$ cat src/rtl/da_fir_pkg.sv
// Shared sizing, types and FSM states for the DA FIR LUT loader.
package da_fir_pkg;
  localparam int NUM_COEF   = 10;
  localparam int COEF_W     = 17;
  localparam int GROUP_SIZE = 5;
  localparam int NUM_GRP    = NUM_COEF / GROUP_SIZE;
  localparam int LUT_W      = COEF_W + $clog2(GROUP_SIZE);
  localparam int BUILD_LEN  = NUM_GRP << GROUP_SIZE;
  localparam int IDX_W      = $clog2(BUILD_LEN + 1);
  localparam int GRP_W      = (NUM_GRP > 1) ? $clog2(NUM_GRP) : 1;
  localparam int CADDR_W    = 4;
  localparam int CSUM_W     = 32;

  typedef enum logic [1:0] {
    IDLE  = 2'd0,
    BUILD = 2'd1,
    DONE  = 2'd2
  } state_e;
endpackage

$ cat src/rtl/da_lut_entry_sum.sv
// Combinational masked adder: sums the sign-extended coefficients selected by
// the LUT address bits.
module da_lut_entry_sum
  import da_fir_pkg::*;
(
  input  logic [GROUP_SIZE-1:0][COEF_W-1:0] coef_i,
  input  logic [GROUP_SIZE-1:0]             addr_i,
  output logic [LUT_W-1:0]                  sum_o
);
  always_comb begin
    sum_o = '0;
    for (int i = 0; i < GROUP_SIZE; i++) begin
      if (addr_i[i]) begin
        sum_o = sum_o + {{(LUT_W-COEF_W){coef_i[i][COEF_W-1]}}, coef_i[i]};
      end
    end
  end
endmodule

$ cat src/rtl/da_lut_loader.sv
// DA LUT loader: stores folded coefficients and streams every LUT entry to the
// filter on request. Optional checksum output under DA_LUT_CHECKSUM_EN.
//
// state | meaning
// IDLE  | accept coefficient writes, wait for start
// BUILD | emit one LUT entry per cycle, group-major, address ascending
// DONE  | one-cycle completion pulse, cfg_valid set
module da_lut_loader
  import da_fir_pkg::*;
(
  input  logic                clk,
  input  logic                rst_n,
  input  logic                coef_wr_en,
  input  logic [CADDR_W-1:0]  coef_wr_addr,
  input  logic [COEF_W-1:0]   coef_wr_data,
  input  logic                start,
  output logic                busy,
  output logic                done,
  output logic                cfg_valid,
  output logic                lut_we,
  output logic [GRP_W-1:0]    lut_grp,
  output logic [GROUP_SIZE-1:0] lut_addr,
  output logic [LUT_W-1:0]    lut_data
`ifdef DA_LUT_CHECKSUM_EN
  ,
  output logic [CSUM_W-1:0]   lut_checksum
`endif
);
  logic [COEF_W-1:0]     coef_q [NUM_COEF];
  state_e                state_q;
  logic [IDX_W-1:0]      idx_q;
  logic                  busy_q, done_q, cfg_valid_q, lut_we_q;
  logic [GRP_W-1:0]      lut_grp_q;
  logic [GROUP_SIZE-1:0] lut_addr_q;
  logic [LUT_W-1:0]      lut_data_q;

  logic [GRP_W-1:0]                  idx_grp;
  logic [GROUP_SIZE-1:0][COEF_W-1:0] coef_slice;
  logic [LUT_W-1:0]                  entry_sum;

  assign idx_grp = idx_q[GROUP_SIZE +: GRP_W];

  always_comb begin
    coef_slice = '0;
    for (int g = 0; g < NUM_GRP; g++) begin
      if (idx_grp == GRP_W'(g)) begin
        for (int i = 0; i < GROUP_SIZE; i++) coef_slice[i] = coef_q[g*GROUP_SIZE + i];
      end
    end
  end

  da_lut_entry_sum u_entry_sum (
    .coef_i (coef_slice),
    .addr_i (idx_q[GROUP_SIZE-1:0]),
    .sum_o  (entry_sum)
  );

  always_ff @(posedge clk or negedge rst_n) begin
    if (!rst_n) begin
      for (int i = 0; i < NUM_COEF; i++) coef_q[i] <= '0;
      state_q     <= IDLE;
      idx_q       <= '0;
      busy_q      <= 1'b0;
      done_q      <= 1'b0;
      cfg_valid_q <= 1'b0;
      lut_we_q    <= 1'b0;
      lut_grp_q   <= '0;
      lut_addr_q  <= '0;
      lut_data_q  <= '0;
    end else begin
      case (state_q)
        IDLE: begin
          for (int i = 0; i < NUM_COEF; i++) begin
            if (coef_wr_en && coef_wr_addr == CADDR_W'(i)) begin
              coef_q[i]   <= coef_wr_data;
              cfg_valid_q <= 1'b0;
            end
          end
          // Entry 0 is always zero, so it is issued here and the build
          // proper starts at index 1 with any same-cycle write already stored.
          if (start) begin
            state_q     <= BUILD;
            busy_q      <= 1'b1;
            cfg_valid_q <= 1'b0;
            lut_we_q    <= 1'b1;
            lut_grp_q   <= '0;
            lut_addr_q  <= '0;
            lut_data_q  <= '0;
            idx_q       <= IDX_W'(1);
          end
        end
        BUILD: begin
          if (idx_q == IDX_W'(BUILD_LEN)) begin
            state_q     <= DONE;
            lut_we_q    <= 1'b0;
            done_q      <= 1'b1;
            cfg_valid_q <= 1'b1;
          end else begin
            lut_we_q   <= 1'b1;
            lut_grp_q  <= idx_grp;
            lut_addr_q <= idx_q[GROUP_SIZE-1:0];
            lut_data_q <= entry_sum;
            idx_q      <= idx_q + IDX_W'(1);
          end
        end
        DONE: begin
          state_q <= IDLE;
          done_q  <= 1'b0;
          busy_q  <= 1'b0;
        end
        default: state_q <= IDLE;
      endcase
    end
  end

  assign busy      = busy_q;
  assign done      = done_q;
  assign cfg_valid = cfg_valid_q;
  assign lut_we    = lut_we_q;
  assign lut_grp   = lut_grp_q;
  assign lut_addr  = lut_addr_q;
  assign lut_data  = lut_data_q;

`ifdef DA_LUT_CHECKSUM_EN
  logic [CSUM_W-1:0] csum_q;

  always_ff @(posedge clk or negedge rst_n) begin
    if (!rst_n) begin
      csum_q <= '0;
    end else if (state_q == IDLE && start) begin
      csum_q <= '0;
    end else if (lut_we_q) begin
      csum_q <= csum_q + {{(CSUM_W-LUT_W){lut_data_q[LUT_W-1]}}, lut_data_q};
    end
  end

  assign lut_checksum = csum_q;
`endif
endmodule
$ cat config.mk
export PLATFORM = sky130hd
export DESIGN_NAME = da_lut_loader
export DESIGN_NICKNAME = d
export VERILOG_FILES = /design/src/rtl/da_fir_pkg.sv /design/src/rtl/da_lut_entry_sum.sv /design/src/rtl/da_lut_loader.sv
export SDC_FILE = /design/constraint.sdc
export NUM_CORES = 1
export LEC_CHECK = 0
export CELL_PAD_IN_SITES_DETAIL_PLACEMENT = 0
export CELL_PAD_IN_SITES_GLOBAL_PLACEMENT = 2
export CORE_UTILIZATION = 30
export DETAILED_ROUTE_END_ITERATION = 7
export PLACE_DENSITY = 0.71
export SYNTH_ARGS = -nofsm -noshare
export SYNTH_HDL_FRONTEND = slang
export SYNTH_SLANG_ARGS = --single-unit
$ cat constraint.sdc
create_clock -name clk -period 25.4 [get_ports clk]
set_input_delay 5.08 -clock clk [delete_from_list [all_inputs] [get_ports clk]]
set_output_delay 5.08 -clock clk [all_outputs]
set_load 0.01 [all_outputs]
### Yosys cells after proc, flatten, opt, wreduce, memory -nomap -nowiden

Index checks and enable logic that the tools add are counted.

| operators by class | value |
|---|---|
| equal/unequal tests | 16 |
| multiplexer cells | 39 |
| $add $sub $neg | 5 |
| reduce and logical (&&, ||, !) cells | 31 |

Operator list:

| cell | number |
|---|---|
| 20-bit two-way mux | 7 |
| 85-bit two-way mux | 1 |
| 20-bit adder | 4 |
| 20-bit case mux with 2 select lines | 1 |
| 2-bit AND reduction | 14 |
| 4-bit by 3-bit == test with 1-bit output (second input constant) | 4 |
| 1-bit two-way mux | 16 |
| 7-bit two-way mux | 2 |
| 7-bit case mux with 2 select lines | 1 |
| 12-bit != test (second input constant) | 1 |
| 1-bit logical AND | 10 |
| 5-bit two-way mux | 2 |
| 1-bit case mux with 2 select lines | 5 |
| 5-bit case mux with 2 select lines | 1 |
| 4-bit by 2-bit == test with 1-bit output (second input constant) | 2 |
| 4-bit == test (second input constant) | 2 |
| 7-bit by 1-bit adder with 7-bit output (second input constant) | 1 |
| 7-bit == test (second input constant) | 1 |
| 2-bit != test (second input constant) | 3 |
| 3-bit AND reduction | 2 |
| 2-bit nonzero test | 3 |
| 4-bit by 1-bit == test with 1-bit output (second input constant) | 1 |
| 4-bit logical NOT | 1 |
| 2-bit two-way mux | 2 |
| 4 further kinds | 4 |

| word-level totals | value |
|---|---|
| word-level logic and storage cells | 110 |
| register bits | 209 |
| input bits | 25 |
| output and inout port bits | 30 |

### Logic depth before layout (Yosys ltp)

| logic depth | value |
|---|---|
| word-level depth | 14 |
| mapped depth | 41 |
| gate-level depth less buffers | 39 |

### Modules after synthesis

Synthesis repeated with hierarchy kept, for this count alone.

| second synthesis, totals | value |
|---|---|
| cell total of the unflattened synthesis | 1353 |
| area, all modules | 14064.7 um2 |

Modules (own cells, without submodules):

| module | sequential area each (um2) | instances | area each (um2) | cells each |
|---|---|---|---|---|
| da_lut_loader | 5230.0 | 1 | 9432.8 | 687 |
| da_lut_entry_sum | 0.0 | 1 | 4631.9 | 666 |

### Least setup slack after synthesis

No wires, ideal clock.

| timing | value |
|---|---|
| kind | register -> register |
| from | register idx_q[5] |
| to | register lut_data_q[19], in the netlist lut_data[19] |
| period minus slack after synthesis | 8647 ps |
| cell stages (with the launch flop) | 41 |
| setup slack | 16753 ps |
| arrival time | 8564 ps |
| setup time | 83 ps |
| required time | 25317 ps |
| buffers on the path | 4 |
| path through | dfrtp_1 > clkbuf_1 > clkbuf_1 > clkbuf_1 > clkbuf_1 > mux2_2 > fa_1 > a21o_2 > a21oi_2 > o21bai_1 > a21oi_1 > o21bai_1 > a21oi_1 > xnor2_1 > mux2i_1 > ha_1 > and2_1 > nor2b_1 > (+5 left out) > mux2_4 > ha_1 > or3_1 > a211oi_1 > nor2_1 > nor2_1 > xnor2_1 > mux2_2 > ha_1 > and2_1 > a221oi_1 > o2111ai_1 > a31oi_1 > xnor2_1 > nand2_1 > xnor2_1 > xnor3_1 > o21ai_0 |

| between the ends | value |
|---|---|
| word-level cells in the longest chain between the ends | 12 |
| elaborated cells on any way between the ends | 15 |

Ends and longest elaborated chain:

| what | RTL line | RTL |
|---|---|---|
| start, declared | da_lut_loader.sv:31 | `logic [IDX_W-1:0] idx_q;` |
| start signal, assigned | da_lut_loader.sv:103 | `idx_q <= idx_q + IDX_W'(1);` |
| 85-bit two-way mux | da_lut_loader.sv:46 | `if (idx_grp == GRP_W'(g)) begin` |
| 20-bit two-way mux | da_lut_entry_sum.sv:13 | `if (addr_i[i]) begin` |
| 20-bit adder | da_lut_entry_sum.sv:14 | `sum_o = sum_o + {{(LUT_W-COEF_W){coef_i[i][COEF_W-1]}}, coef_i[i]};` |
| 20-bit two-way mux | da_lut_entry_sum.sv:13 |  |
| 20-bit adder | da_lut_entry_sum.sv:14 |  |
| 20-bit two-way mux | da_lut_entry_sum.sv:13 |  |
| 20-bit adder | da_lut_entry_sum.sv:14 |  |
| 20-bit two-way mux | da_lut_entry_sum.sv:13 |  |
| 20-bit adder | da_lut_entry_sum.sv:14 |  |
| 20-bit two-way mux | da_lut_entry_sum.sv:13 |  |
| 20-bit two-way mux | da_lut_loader.sv:93 | `if (idx_q == IDX_W'(BUILD_LEN)) begin` |
| 20-bit case mux with 2 select lines | da_lut_loader.sv:71 | `case (state_q)` |
| end signal, assigned | da_lut_loader.sv:102 | `lut_data_q <= entry_sum;` |
| end, declared | da_lut_loader.sv:35 | `logic [LUT_W-1:0] lut_data_q;` |

Parallel ways exist; a longest one is shown, timed or not. The select of a mux whose other input is x is not followed.
A chain may end at the register's enable or synchronous reset.

### Worst setup path in the final report

Ends and elaborated chain as after synthesis.

==> impl_results.md <==
* Max Root-Sink Buffers at 3
* VDD IR max at about 0.037 mV
* Crit path top cell by count: xnor2_1
* Routed length per instance at 18.26 um
* Residual DRC at 0
* Worst skew pair latency at about 540 ps
* Die footprint at between 40000 and 50000 um2
* Total GRT Usage at 0.1550
* Post-synthesis sequential area ratio at 0.3973
* I/O pins at 55
* Status: completed
* Ys async rst share at 1.000
* Number of global-route vias before repair at around 9500
* Cts repair resizes at 0
* Vert. Die Dim at between 200 and 250 um
* Crit-path slowest cell: dfrtp_4
* Nets at 1363
* Total Wirelength at 33.97 mm
* Antenna diodes at 0
* First-pass GRT wire length at between 50 and 60 mm
* Post-Synth Adder-Cell Area at 0.07927
* DR pass1 iterations at 5
* Filler cells at around 4400
* Mean Syn Cell Area at 10.75 um2
* Clock-pin slew on the worst setup and hold paths at ~60 ps
* CTS tree: done
* Clk sink count at 209
* Compound-Gate Fraction of Synth Area at 0.1236
* Final clock skew at between 10 and 15 ps
* CP Class: reg -> reg
* Hold WC Path Type: reg -> reg
* Startpoint class of the critical path: flip-flop
* Synth Area in Simple Gates at 0.08478
* Via count at 9222
* Post-Syn Nets at about 1300
* Largest net degree at the start of global routing at 76
* Design area at about 15000 um2
* Largest family of logic cells by synthesized area: multiplexers
* Root Buffer: clkbuf_16
* Die X at 211.5 um
* Post-Syn Area at roughly 13000 um2
* Initial antenna violation count at 0
* Max-slew violations at 0
* H-tree depth at 1
* P per Cell Area at between 100 and 150 nW/um2
* Post-synth EDFFs at 0
* DRT iter0 DRCs at approximately 430
* Port bufs at 54
* Initial core utilization at 0.3049
* Fmax at about 0.11 GHz
* Netlist cell types at a little under 70
* Final setup fails at 0
* Crit path capture type: flip-flop
* Final period util at 0.3639
* Yosys warns at 0
* GRT overflow at 0
* XOR/XNOR share of the synthesized area at 0.04097
* WP data required at approximately 26000 ps
* Most used flip-flop cell after synthesis: dfrtp_1
* Dpl hpwl at between 20 and 25 mm
* Post-DRT Antenna Nets at 0
* Synth-to-Final Area Change at 15.84%
* Placer congestion estimate at about 0.85
* RSZ-0062 raised after global routing: false
* Leakage at 7.255 nW
* Number of synthesized register bits at ~210
* Final hold vios at 0
* Max-Cap Viols at 0
* # rows at 76
* Crit path time final at just over 9000 ps
* Placed instance area at between 10000 and 15000 um2
* Setup TNS at 0 ps
* Worst path max stage delay at between 1000 and 1500 ps
* Core footprint at 43170 um2
* Mux share of post-synthesis cell area at 0.2451
* TritonCTS buffer count at 26
* Setup bufs post-CTS at 0
* Slew headroom at 0.2455
* Worst-Margin Slew at roughly 1100 ps
* Share of layout cells above drive strength 1 at 0.2612
* Cells after synthesis at 1224
* CP max FO at 56
* CTS Hold Bufs at 0
* Arr. time, crit path at 9710 ps
* Vias per cell at 4.958
==> per-layer routing <==
metal,track usage,routed length [um]
met5,0,0
met4,0.03373,687
met3,0.02196,936
met2,0.2671,16320
met1,0.2047,16020
==> through the flow <==
| step | utilization | hold WS (ps) | std cells | power, mW | worst slack, ps |
|---|---|---|---|---|---|
| final | 0.3532 | 485.4 | 1860 | 1.639 | 16160 |
| after global routing | 0.3532 | 510.7 | 1860 | 1.760 | 15270 |
| after CTS | 0.3532 | 497.9 | 1860 | 1.663 | 16070 |
| after detailed placement | 0.3311 | 482.3 | 1814 | 1.237 | 16110 |
| after global placement | 0.3311 | 471.4 | 1814 | 1.236 | 16280 |
| after floorplan | - | 473.7 | 1224 | 1.014 | 16750 |
==> worst max-delay path, delay by kind of cell (launching register included) <==
| kind | cells | cell delay (ps) |
|---|---|---|
| adders and majority gates | 5 | 1750 |
| DFF | 1 | 1020 |
| xor gates and xnor gates | 6 | 980 |
| muxes | 4 | 1020 |
| and+or+nand+nor | 9 | 1400 |
| AOI/OAI and AO/OA | 14 | 3000 |
==> final cells by class <==
class / count / area (um2) / area share
multi-input combinational: 916 / 7555 / 0.4954
sequential: 209 / 5234 / 0.3432
tap: 585 / 732.0 / 0.04800
clock buffer: 31 / 690.7 / 0.04529
timing repair buffer: 65 / 626.9 / 0.04111
clock inverter: 15 / 264.0 / 0.01731
inverter: 39 / 146.4 / 0.009600
==> state kept, by name (all words and copies together), names as in the netlist <==
name       cells
done           1
coef_q       170
state_q        2
busy           1
cfg_valid      1
lut_we         1
lut_grp        1
lut_addr       5
lut_data      20
idx_q          7
==> cell usage after synthesis, types with 7 or more instances <==
cell | instances | share of area
a21oi_1 | 67 | 0.025
nor2_1 | 72 | 0.021
o21ai_0 | 55 | 0.021
mux2i_1 | 22 | 0.017
nand2b_1 | 7 | 0.0033
inv_1 | 36 | 0.010
nand3_1 | 27 | 0.010
clkbuf_1 | 36 | 0.010
nor2b_1 | 9 | 0.0043
xnor2_1 | 40 | 0.027
a31oi_1 | 7 | 0.0033
a21o_1 | 29 | 0.017
mux2_2 | 263 | 0.22
o21a_1 | 13 | 0.0074
and2_1 | 7 | 0.0033
a221o_1 | 7 | 0.0053
ha_1 | 77 | 0.073
xor2_1 | 19 | 0.013
o21bai_1 | 8 | 0.0046
a211oi_1 | 9 | 0.0051
buf_1 | 21 | 0.0060
dfrtp_1 | 209 | 0.40
nor3_1 | 16 | 0.0061
nand2_1 | 69 | 0.020
and3_1 | 14 | 0.0067
==> cell usage in the layout, fill, tap and decap left out, types with 11 or more instances in the layout <==
cell / n
a21o_1: 29
a21oi_1: 67
and3_1: 14
buf_4: 11
clkbuf_16: 27
clkdlybuf4s50_1: 53
dfrtp_1: 208
ha_1: 77
inv_1: 36
mux2_2: 263
mux2i_1: 22
nand2_1: 69
nand3_1: 27
nor2_1: 71
nor3_1: 16
o21a_1: 13
o21ai_0: 55
xnor2_1: 40
xor2_1: 19
==> worst paths after layout <==
check / to / depth (start not counted) / start / slack [ps]
setup / recovery: lut_data[19]$_DFFE_PN0P_ / 38 / idx_q[5]$_DFFE_PN0P_ / 16160
max in group asynchronous: lut_addr[1]$_DFFE_PN0P_ / 2 / rst_n / 19450
hold reg to reg: lut_addr[4]$_DFFE_PN0P_ / 2 / lut_addr[4]$_DFFE_PN0P_ / 490
hold / removal: lut_addr[4]$_DFFE_PN0P_ / 2 / lut_addr[4]$_DFFE_PN0P_ / 490
setup reg to reg: lut_data[19]$_DFFE_PN0P_ / 38 / idx_q[5]$_DFFE_PN0P_ / 16160
min in group asynchronous: coef_q[53]$_DFFE_PN0P_ / 1 / rst_n / 4520
==> kinds of logic (layout without fill, tap and decap cells) <==
kind of cell / count (synthesis) / after routing
DFF: 209 / 209
muxes: 288 / 288
adders and majority gates: 81 / 81
and+or+nand+nor: 241 / 241
buffers and inverters: 99 / 150
xor gates and xnor gates: 60 / 60
AOI/OAI and AO/OA: 246 / 246
==> report_power, final <==
| part | switching [mW] | total, mW | internal [mW] | leakage [nW] |
|---|---|---|---|---|
| sequential | 0.0512 | 0.447 | 0.396 | 2.76 |
| clock | 0.148 | 0.413 | 0.264 | 0.453 |
| combinational | 0.422 | 0.778 | 0.356 | 4.04 |
(Power assumes the default switching activity.)
